### config.mk
export PLATFORM = sky130hd
export DESIGN_NAME = vga_pad_ctrl_flat
export DESIGN_NICKNAME = d
export VERILOG_FILES = /design/src/rtl/vga_pad_ctrl_if.sv /design/src/rtl/vga_pad_ctrl.sv /design/src/flat_wrapper.sv
export SDC_FILE = /design/constraint.sdc
export NUM_CORES = 1
export LEC_CHECK = 0
export BUFFER_PORTS_ARGS = -buffer_cell sky130_fd_sc_hd__buf_2
export CORE_MARGIN = 4
export CORE_UTILIZATION = 49
export DETAILED_ROUTE_END_ITERATION = 6
export PLACE_DENSITY = 0.82
export REMOVE_ABC_BUFFERS = 1
export SKIP_CTS_REPAIR_TIMING = 1
export SLEW_MARGIN = 15
export SYNTH_ARGS = -nofsm -noshare
export SYNTH_HDL_FRONTEND = slang
export SYNTH_SLANG_ARGS = --single-unit
### constraint.sdc
create_clock -name clk -period 1.9 [get_ports clk]
set_clock_uncertainty 0.15 [all_clocks]
set_input_delay 0.095 -clock clk [delete_from_list [all_inputs] [get_ports clk]]
set_output_delay 0.095 -clock clk [all_outputs]
set_load 0.01 [all_outputs]
### src/rtl/vga_pad_ctrl_if.sv
// Wishbone-style register bus for vga_pad_ctrl: single-cycle ack per request,
// read data valid only while ack is high; the master holds the request through ack.
interface vga_pad_ctrl_if;
  logic        wb_cyc_i;
  logic        wb_stb_i;
  logic        wb_we_i;
  logic [3:0]  wb_addr_i;
  logic [31:0] wb_data_i;
  logic        wb_ack_o;
  logic [31:0] wb_data_o;

  modport master (
    output wb_cyc_i, wb_stb_i, wb_we_i, wb_addr_i, wb_data_i,
    input  wb_ack_o, wb_data_o
  );

  modport slave (
    input  wb_cyc_i, wb_stb_i, wb_we_i, wb_addr_i, wb_data_i,
    output wb_ack_o, wb_data_o
  );
endinterface

### src/rtl/vga_pad_ctrl.sv
// VGA-to-pad mux plus debounced buttons with sticky edge IRQ; bus ack 1 cycle, no stall.
// Video latency 0 clk, or 1 clk with VGA_PAD_REG_OUT_EN defined; pads never backpressure.
module vga_pad_ctrl #(
  parameter int COLOR_BITS   = 4,
  parameter int NUM_BUTTONS  = 12,
  parameter int DB_CYCLES    = 65536,
  parameter int VIDEO_BASE   = 12,
  parameter int BTN_BASE     = 26,
  parameter int MPRJ_IO_PADS = 38
) (
  input  logic                    clk,
  input  logic                    reset_n,
  input  logic [COLOR_BITS-1:0]   vga_r,
  input  logic [COLOR_BITS-1:0]   vga_g,
  input  logic [COLOR_BITS-1:0]   vga_b,
  input  logic                    vga_hs,
  input  logic                    vga_vs,
  vga_pad_ctrl_if.slave           wb,
  input  logic [MPRJ_IO_PADS-1:0] io_in,
  output logic [MPRJ_IO_PADS-1:0] io_out,
  output logic [MPRJ_IO_PADS-1:0] io_oeb,
  output logic [NUM_BUTTONS-1:0]  buttons_o,
  output logic                    irq_o
);

  localparam int VID_W = 3*COLOR_BITS + 2;
  localparam int CNT_W = $clog2(DB_CYCLES);
  localparam logic [CNT_W-1:0] CNT_MAX = CNT_W'(DB_CYCLES - 1);

  localparam logic [1:0] A_STATE = 2'd0;
  localparam logic [1:0] A_EDGE  = 2'd1;
  localparam logic [1:0] A_MASK  = 2'd2;
  localparam logic [1:0] A_CTRL  = 2'd3;

  logic [NUM_BUTTONS-1:0] sync1_q, sync1_d;
  logic [NUM_BUTTONS-1:0] sync2_q, sync2_d;
  logic [NUM_BUTTONS-1:0] db_q, db_d;
  logic [NUM_BUTTONS-1:0] db_dly_q, db_dly_d;
  logic [CNT_W-1:0]       cnt_q [NUM_BUTTONS];
  logic [CNT_W-1:0]       cnt_d [NUM_BUTTONS];
  logic [NUM_BUTTONS-1:0] edge_q, edge_d;
  logic [NUM_BUTTONS-1:0] mask_q, mask_d;
  logic [2:0]             ctrl_q, ctrl_d;
  logic                   irq_q, irq_d;
  logic                   ack_q, ack_d;
  logic [31:0]            rdat_q, rdat_d;

  logic                   req;
  logic                   wr;
  logic [1:0]             sel;
  logic [NUM_BUTTONS-1:0] rise;
  logic [VID_W-1:0]       vid_d;
  logic [VID_W-1:0]       vid_pad;
  logic                   unused_ok;

  assign unused_ok = ^{io_in, wb.wb_data_i, wb.wb_addr_i[1:0]};

  assign req = wb.wb_cyc_i & wb.wb_stb_i;
  // Writes commit on the edge that closes the ack cycle, so a reset during ack drops them.
  assign wr  = ack_q & req & wb.wb_we_i;
  assign sel = wb.wb_addr_i[3:2];

  always_comb begin
    sync1_d  = io_in[BTN_BASE +: NUM_BUTTONS];
    sync2_d  = sync1_q;
    db_d     = db_q;
    db_dly_d = db_q;
    cnt_d    = cnt_q;
    for (int i = 0; i < NUM_BUTTONS; i++) begin
      if (sync2_q[i] == db_q[i]) begin
        cnt_d[i] = '0;
      end else if (cnt_q[i] == CNT_MAX) begin
        cnt_d[i] = '0;
        db_d[i]  = ~db_q[i];
      end else begin
        cnt_d[i] = cnt_q[i] + CNT_W'(1);
      end
    end
  end

  always_comb begin
    rise   = db_q & ~db_dly_q;
    edge_d = edge_q;
    mask_d = mask_q;
    ctrl_d = ctrl_q;
    if (wr) begin
      case (sel)
        A_EDGE:  edge_d = edge_q & ~wb.wb_data_i[NUM_BUTTONS-1:0];
        A_MASK:  mask_d = wb.wb_data_i[NUM_BUTTONS-1:0];
        A_CTRL:  ctrl_d = wb.wb_data_i[2:0];
        default: ;
      endcase
    end
    // A new press beats a coincident write-1-to-clear.
    edge_d = edge_d | rise;
    irq_d  = |(edge_q & mask_q);
    ack_d  = req & ~ack_q;
    rdat_d = '0;
    if (req && !ack_q) begin
      case (sel)
        A_STATE: rdat_d[NUM_BUTTONS-1:0] = db_q;
        A_EDGE:  rdat_d[NUM_BUTTONS-1:0] = edge_q;
        A_MASK:  rdat_d[NUM_BUTTONS-1:0] = mask_q;
        A_CTRL:  rdat_d[2:0]             = ctrl_q;
        default: ;
      endcase
    end
  end

  always_ff @(posedge clk or negedge reset_n) begin
    if (!reset_n) begin
      sync1_q  <= '0;
      sync2_q  <= '0;
      db_q     <= '0;
      db_dly_q <= '0;
      cnt_q    <= '{default: '0};
      edge_q   <= '0;
      mask_q   <= '0;
      ctrl_q   <= '0;
      irq_q    <= 1'b0;
      ack_q    <= 1'b0;
      rdat_q   <= '0;
    end else begin
      sync1_q  <= sync1_d;
      sync2_q  <= sync2_d;
      db_q     <= db_d;
      db_dly_q <= db_dly_d;
      cnt_q    <= cnt_d;
      edge_q   <= edge_d;
      mask_q   <= mask_d;
      ctrl_q   <= ctrl_d;
      irq_q    <= irq_d;
      ack_q    <= ack_d;
      rdat_q   <= rdat_d;
    end
  end

  assign vid_d = {vga_hs ^ ctrl_q[1], vga_vs ^ ctrl_q[2], vga_r, vga_g, vga_b};

`ifdef VGA_PAD_REG_OUT_EN
  logic [VID_W-1:0] vid_q;

  always_ff @(posedge clk or negedge reset_n) begin
    if (!reset_n) begin
      vid_q <= '0;
    end else begin
      vid_q <= vid_d;
    end
  end

  assign vid_pad = vid_q;
`else
  assign vid_pad = vid_d;
`endif

  always_comb begin
    io_out = '0;
    io_oeb = '1;
    io_out[VIDEO_BASE +: VID_W] = vid_pad;
    io_oeb[VIDEO_BASE +: VID_W] = {VID_W{~ctrl_q[0]}};
  end

  assign buttons_o    = db_q;
  assign irq_o        = irq_q;
  assign wb.wb_ack_o  = ack_q;
  assign wb.wb_data_o = rdat_q;

endmodule

### src/flat_wrapper.sv
// flat-port wrapper written by rule: the top's interface ports become plain ports
module vga_pad_ctrl_flat 
#(
  parameter int COLOR_BITS   = 4,
  parameter int NUM_BUTTONS  = 12,
  parameter int DB_CYCLES    = 65536,
  parameter int VIDEO_BASE   = 12,
  parameter int BTN_BASE     = 26,
  parameter int MPRJ_IO_PADS = 38
)
  (clk, reset_n, vga_r, vga_g, vga_b, vga_hs, vga_vs, io_in, io_out, io_oeb, buttons_o, irq_o, wb_wb_cyc_i, wb_wb_stb_i, wb_wb_we_i, wb_wb_addr_i, wb_wb_data_i, wb_wb_ack_o, wb_wb_data_o);
  vga_pad_ctrl_if wb_i ();
  input  logic clk;
  input  logic reset_n;
  input  logic [COLOR_BITS-1:0] vga_r;
  input  logic [COLOR_BITS-1:0] vga_g;
  input  logic [COLOR_BITS-1:0] vga_b;
  input  logic vga_hs;
  input  logic vga_vs;
  input  logic [MPRJ_IO_PADS-1:0] io_in;
  output logic [MPRJ_IO_PADS-1:0] io_out;
  output logic [MPRJ_IO_PADS-1:0] io_oeb;
  output logic [NUM_BUTTONS-1:0] buttons_o;
  output logic irq_o;
  input wire logic [$bits(wb_i.wb_cyc_i)-1:0] wb_wb_cyc_i;
  input wire logic [$bits(wb_i.wb_stb_i)-1:0] wb_wb_stb_i;
  input wire logic [$bits(wb_i.wb_we_i)-1:0] wb_wb_we_i;
  input wire logic [$bits(wb_i.wb_addr_i)-1:0] wb_wb_addr_i;
  input wire logic [$bits(wb_i.wb_data_i)-1:0] wb_wb_data_i;
  output wire logic [$bits(wb_i.wb_ack_o)-1:0] wb_wb_ack_o;
  output wire logic [$bits(wb_i.wb_data_o)-1:0] wb_wb_data_o;
  assign wb_i.wb_cyc_i = wb_wb_cyc_i;
  assign wb_i.wb_stb_i = wb_wb_stb_i;
  assign wb_i.wb_we_i = wb_wb_we_i;
  assign wb_i.wb_addr_i = wb_wb_addr_i;
  assign wb_i.wb_data_i = wb_wb_data_i;
  assign wb_wb_ack_o = wb_i.wb_ack_o;
  assign wb_wb_data_o = wb_i.wb_data_o;
  vga_pad_ctrl #(.COLOR_BITS(COLOR_BITS), .NUM_BUTTONS(NUM_BUTTONS), .DB_CYCLES(DB_CYCLES), .VIDEO_BASE(VIDEO_BASE), .BTN_BASE(BTN_BASE), .MPRJ_IO_PADS(MPRJ_IO_PADS)) u_core (.clk(clk), .reset_n(reset_n), .vga_r(vga_r), .vga_g(vga_g), .vga_b(vga_b), .vga_hs(vga_hs), .vga_vs(vga_vs), .wb(wb_i), .io_in(io_in), .io_out(io_out), .io_oeb(io_oeb), .buttons_o(buttons_o), .irq_o(irq_o));
endmodule
==> metrics.txt <==
Hold WS=0.0316 ns; gr usage total=0.174; met2 wire len=12.7 mm; Mapped Area=13200 um^2; worst-margin pin slew=0.653 ns; clock sink total=281; top sig layer=met5; non-filler cells, final=1761; worst-case vdd ir drop=0.794 mV; Seq/Total Area, Yosys=0.531; DRC=0; First-pass DRT Iterations=5; mux cell area share after synthesis=0.0377; Synth area leader=dfrtp_1; CTS HTree Levels=1; P per Cell Area=836 nW/um^2; main combinational cell family by area after synthesis=simple AND/OR/NAND/NOR gates; type of origin of the critical path=flip-flop; number of global-route vias before repair=9147; # IOs=215; Final min period=roughly 1.8 ns; final hold vios=0; FP Rows=between 50 and 60; core area=around 26000 um^2; simple-gate share of the synthesized area=0.199; Port Buf Inserts=74; Synth top area share=0.531; CP Cell Sequence=ha_2, nand2_1, nor3_4, buf_4, a311oi_1, a41o_1; # diodes=0; Flop pwr share=0.490; slew margin rel.=0.564; DIE WIDTH=approximately 170 um; initial core utilization=0.502; XOR/XNOR Fraction of Synth Area=0.105; Synth Area in Compound Gates=0.0400; Area Overhead vs Synth=15.0%; Leak=6.78 nW; Clk pwr share=0.454; P_int=between 9 and 10 mW; Routed WL per cell=14.9 um; net switching power=2.87 mW; fin nets=1510; initial antenna violation count=0; Logic pwr share=0.056; largest net degree at the start of global routing=70; CP Data Arrival Time=around 2.1 ns; placed insts=1680; R2R Setup Slk=0.09 ns; switching share of total power=0.226; crit-path max cell delay=0.41 ns; synth top area cells=dfrtp_1 53%, xnor2_1 7.7%, nor2_1 6.5%; Crit. End Element=flip-flop; vias per cell=around 5.2; Crit Path Max Fanout=4; post-route ant nets=0; CTS root buffer=clkbuf_16; status=complete, no violations; vias=9202; final WL=26.2 mm; Synth Area in Adders=0.0113; post-route clock period utilization=0.955; gate count of the mapped netlist=1279; Worst-Skew Late Latency=0.56 ns; Hold Crit Class=in -> reg; WL met1=11.4 mm; max-cap viol count=0; CTS Buffer Depth=3; post-layout util=0.578; die area=29700 um^2; TritonCTS clock tree=yes; Clock transition at path regs=0.06 ns; Num CTS Buffers=29; synth unique cells=48; Seq cells post-synth=approximately 280; placed wire-length estimate=roughly 18 mm; gpl congestion=0.822; first-pass GRT wire length=between 40 and 50 mm; Power Total=12.7 mW; syn_area_per_cell=10.4 um^2; CP max-delay cell=dfrtp_1; Yosys Warn Count=0; Highest Clock Rate=0.551 GHz; die span in y=172 um; fin. max-slew vios=0; WL met3=1.22 mm; Overflow after GRT=0; Setup violations, final=0; layout cell share with drive strength beyond 1=0.168; Req. time, crit path=~2.2 ns; Initial DRC Count=between 500 and 600; Setup Crit Path Kind=reg -> reg
[synthesized netlist by cell type, drive strengths merged]
library cell  number
nor4              23
o21ba              1
a31o              11
conb               2
o31ai              2
buf              111
dfrtp            281
nor2             229
a311oi             1
nand3             83
ha                12
o21ai             14
or4                3
and3              20
or3               16
nand2b             1
a221oi             3
nand4             37
a41o               2
nor3b              3
a22o              15
nand3b             1
inv               50
clkbuf             5
nor2b              7
mux4               3
mux2i              9
or2                9
a31oi              1
a21oi             26
nand2             54
xnor2            116
and2               4
a21o               2
xor2              43
mux2              30
and4               9
nor3              40
[worst paths after layout]
check	end	cells past startpoint	startpoint
worst min-delay path	u_core.sync1_q[2]$_DFF_PN0_	2	io_in[28]
worst min register to register	u_core.sync2_q[10]$_DFF_PN0_	0	u_core.sync1_q[10]$_DFF_PN0_
worst max-delay path	u_core.cnt_q[188]$_DFF_PN0_	6	u_core.cnt_q[176]$_DFF_PN0_
worst max register to register	u_core.cnt_q[188]$_DFF_PN0_	6	u_core.cnt_q[176]$_DFF_PN0_
min in group asynchronous	u_core.cnt_q[164]$_DFF_PN0_	3	reset_n
max in group asynchronous	u_core.sync1_q[10]$_DFF_PN0_	4	reset_n
[kinds of logic after synthesis]
group	Yosys count
compound gates	78
xor+xnor	159
fa+ha+maj	12
buf+inv	166
flops	281
mux	42
other cells	2
simple gates	539
[power groups by stage]
| stage | registers (mW) | logic (mW) | clock network [mW] |
|---|---|---|---|
| 3_5_place_dp | 6.34 | 0.660 | 0 |
| 3_3_place_gp | 6.33 | 0.642 | 0 |
| 2_1_floorplan | 6.31 | 0.324 | 0 |
| 6_report | 6.23 | 0.707 | 5.78 |
| 4_1_cts | 6.23 | 0.667 | 5.92 |
| 5_1_grt | 6.25 | 0.808 | 6.16 |
[cell type report]
| class | count | area (um^2) |
|---|---|---|
| repair buffers | 145 | 1040 |
| well taps | 335 | 419 |
| fillers | 2101 | 11100 |
| clock buffers | 41 | 831 |
| inverters | 50 | 188 |
| flip-flops and latches | 281 | 7030 |
| clock inverters | 11 | 158 |
| multi-input cells | 898 | 5550 |
[routing by layer]
| metal | track usage | vias up |
|---|---|---|
| li1 | - | 4413 |
| met1 | 0.231 | 4524 |
| met2 | 0.290 | 207 |
| met3 | 0.0309 | 56 |
| met4 | 0.0554 | 2 |
| met5 | 0.0117 | - |
[critical path: cells and delay by family (launching register included)]
| family | cells | cell delay (ns) |
|---|---|---|
| compound gates | 2 | 0.31 |
| flops | 1 | 0.41 |
| fa+ha+maj | 1 | 0.25 |
| buf+inv | 1 | 0.16 |
| simple gates | 2 | 0.42 |
[state kept, by name, indices dropped and copies added (netlist names), 3 cells and up]
register and flops:
u_core.buttons_o 12, u_core.cnt_q 192, u_core.ctrl_q 3, u_core.db_dly_q 12, u_core.edge_q 12, u_core.mask_q 12, u_core.sync1_q 12, u_core.sync2_q 12
u_core.wb.wb_data_o 12
[cells in the final DEF, fill, tap and decap left out, drive strengths merged, types with 3 or more instances in the layout]
cell and n:
and4 9, nor4 23, dfrtp 281, nor3b 3, a31o 11, nand4 37
xnor2 116, nor3 40, dlygate4sd3 27, conb 68, or2 9, mux2 30
buf 118, a221oi 3, a21oi 26, xor2 43, or3 16, clkbuf 41
or4 3, mux2i 9, bufinv 3, nor2 229, clkinv 5, nand3 83
inv 51, mux4 3, ha 12, nor2b 7, o21ai 14, nand2 54
and3 20, and2 4, a22o 15
[stage by stage]
| stage | worst slack, ns | cell area, um^2 | TNS, ns |
|---|---|---|---|
| final | 0.0857 | 15200 | 0 |
| after global routing | -0.00627 | 15200 | -0.00627 |
| after CTS | -0.0700 | 14900 | -0.614 |
| after detailed placement | 0.0181 | 13900 | 0 |
| after global placement | 0.0625 | 13900 | 0 |
| after floorplan | -0.276 | 12700 | -3.31 |
Power figures use the tool's default switching activity.
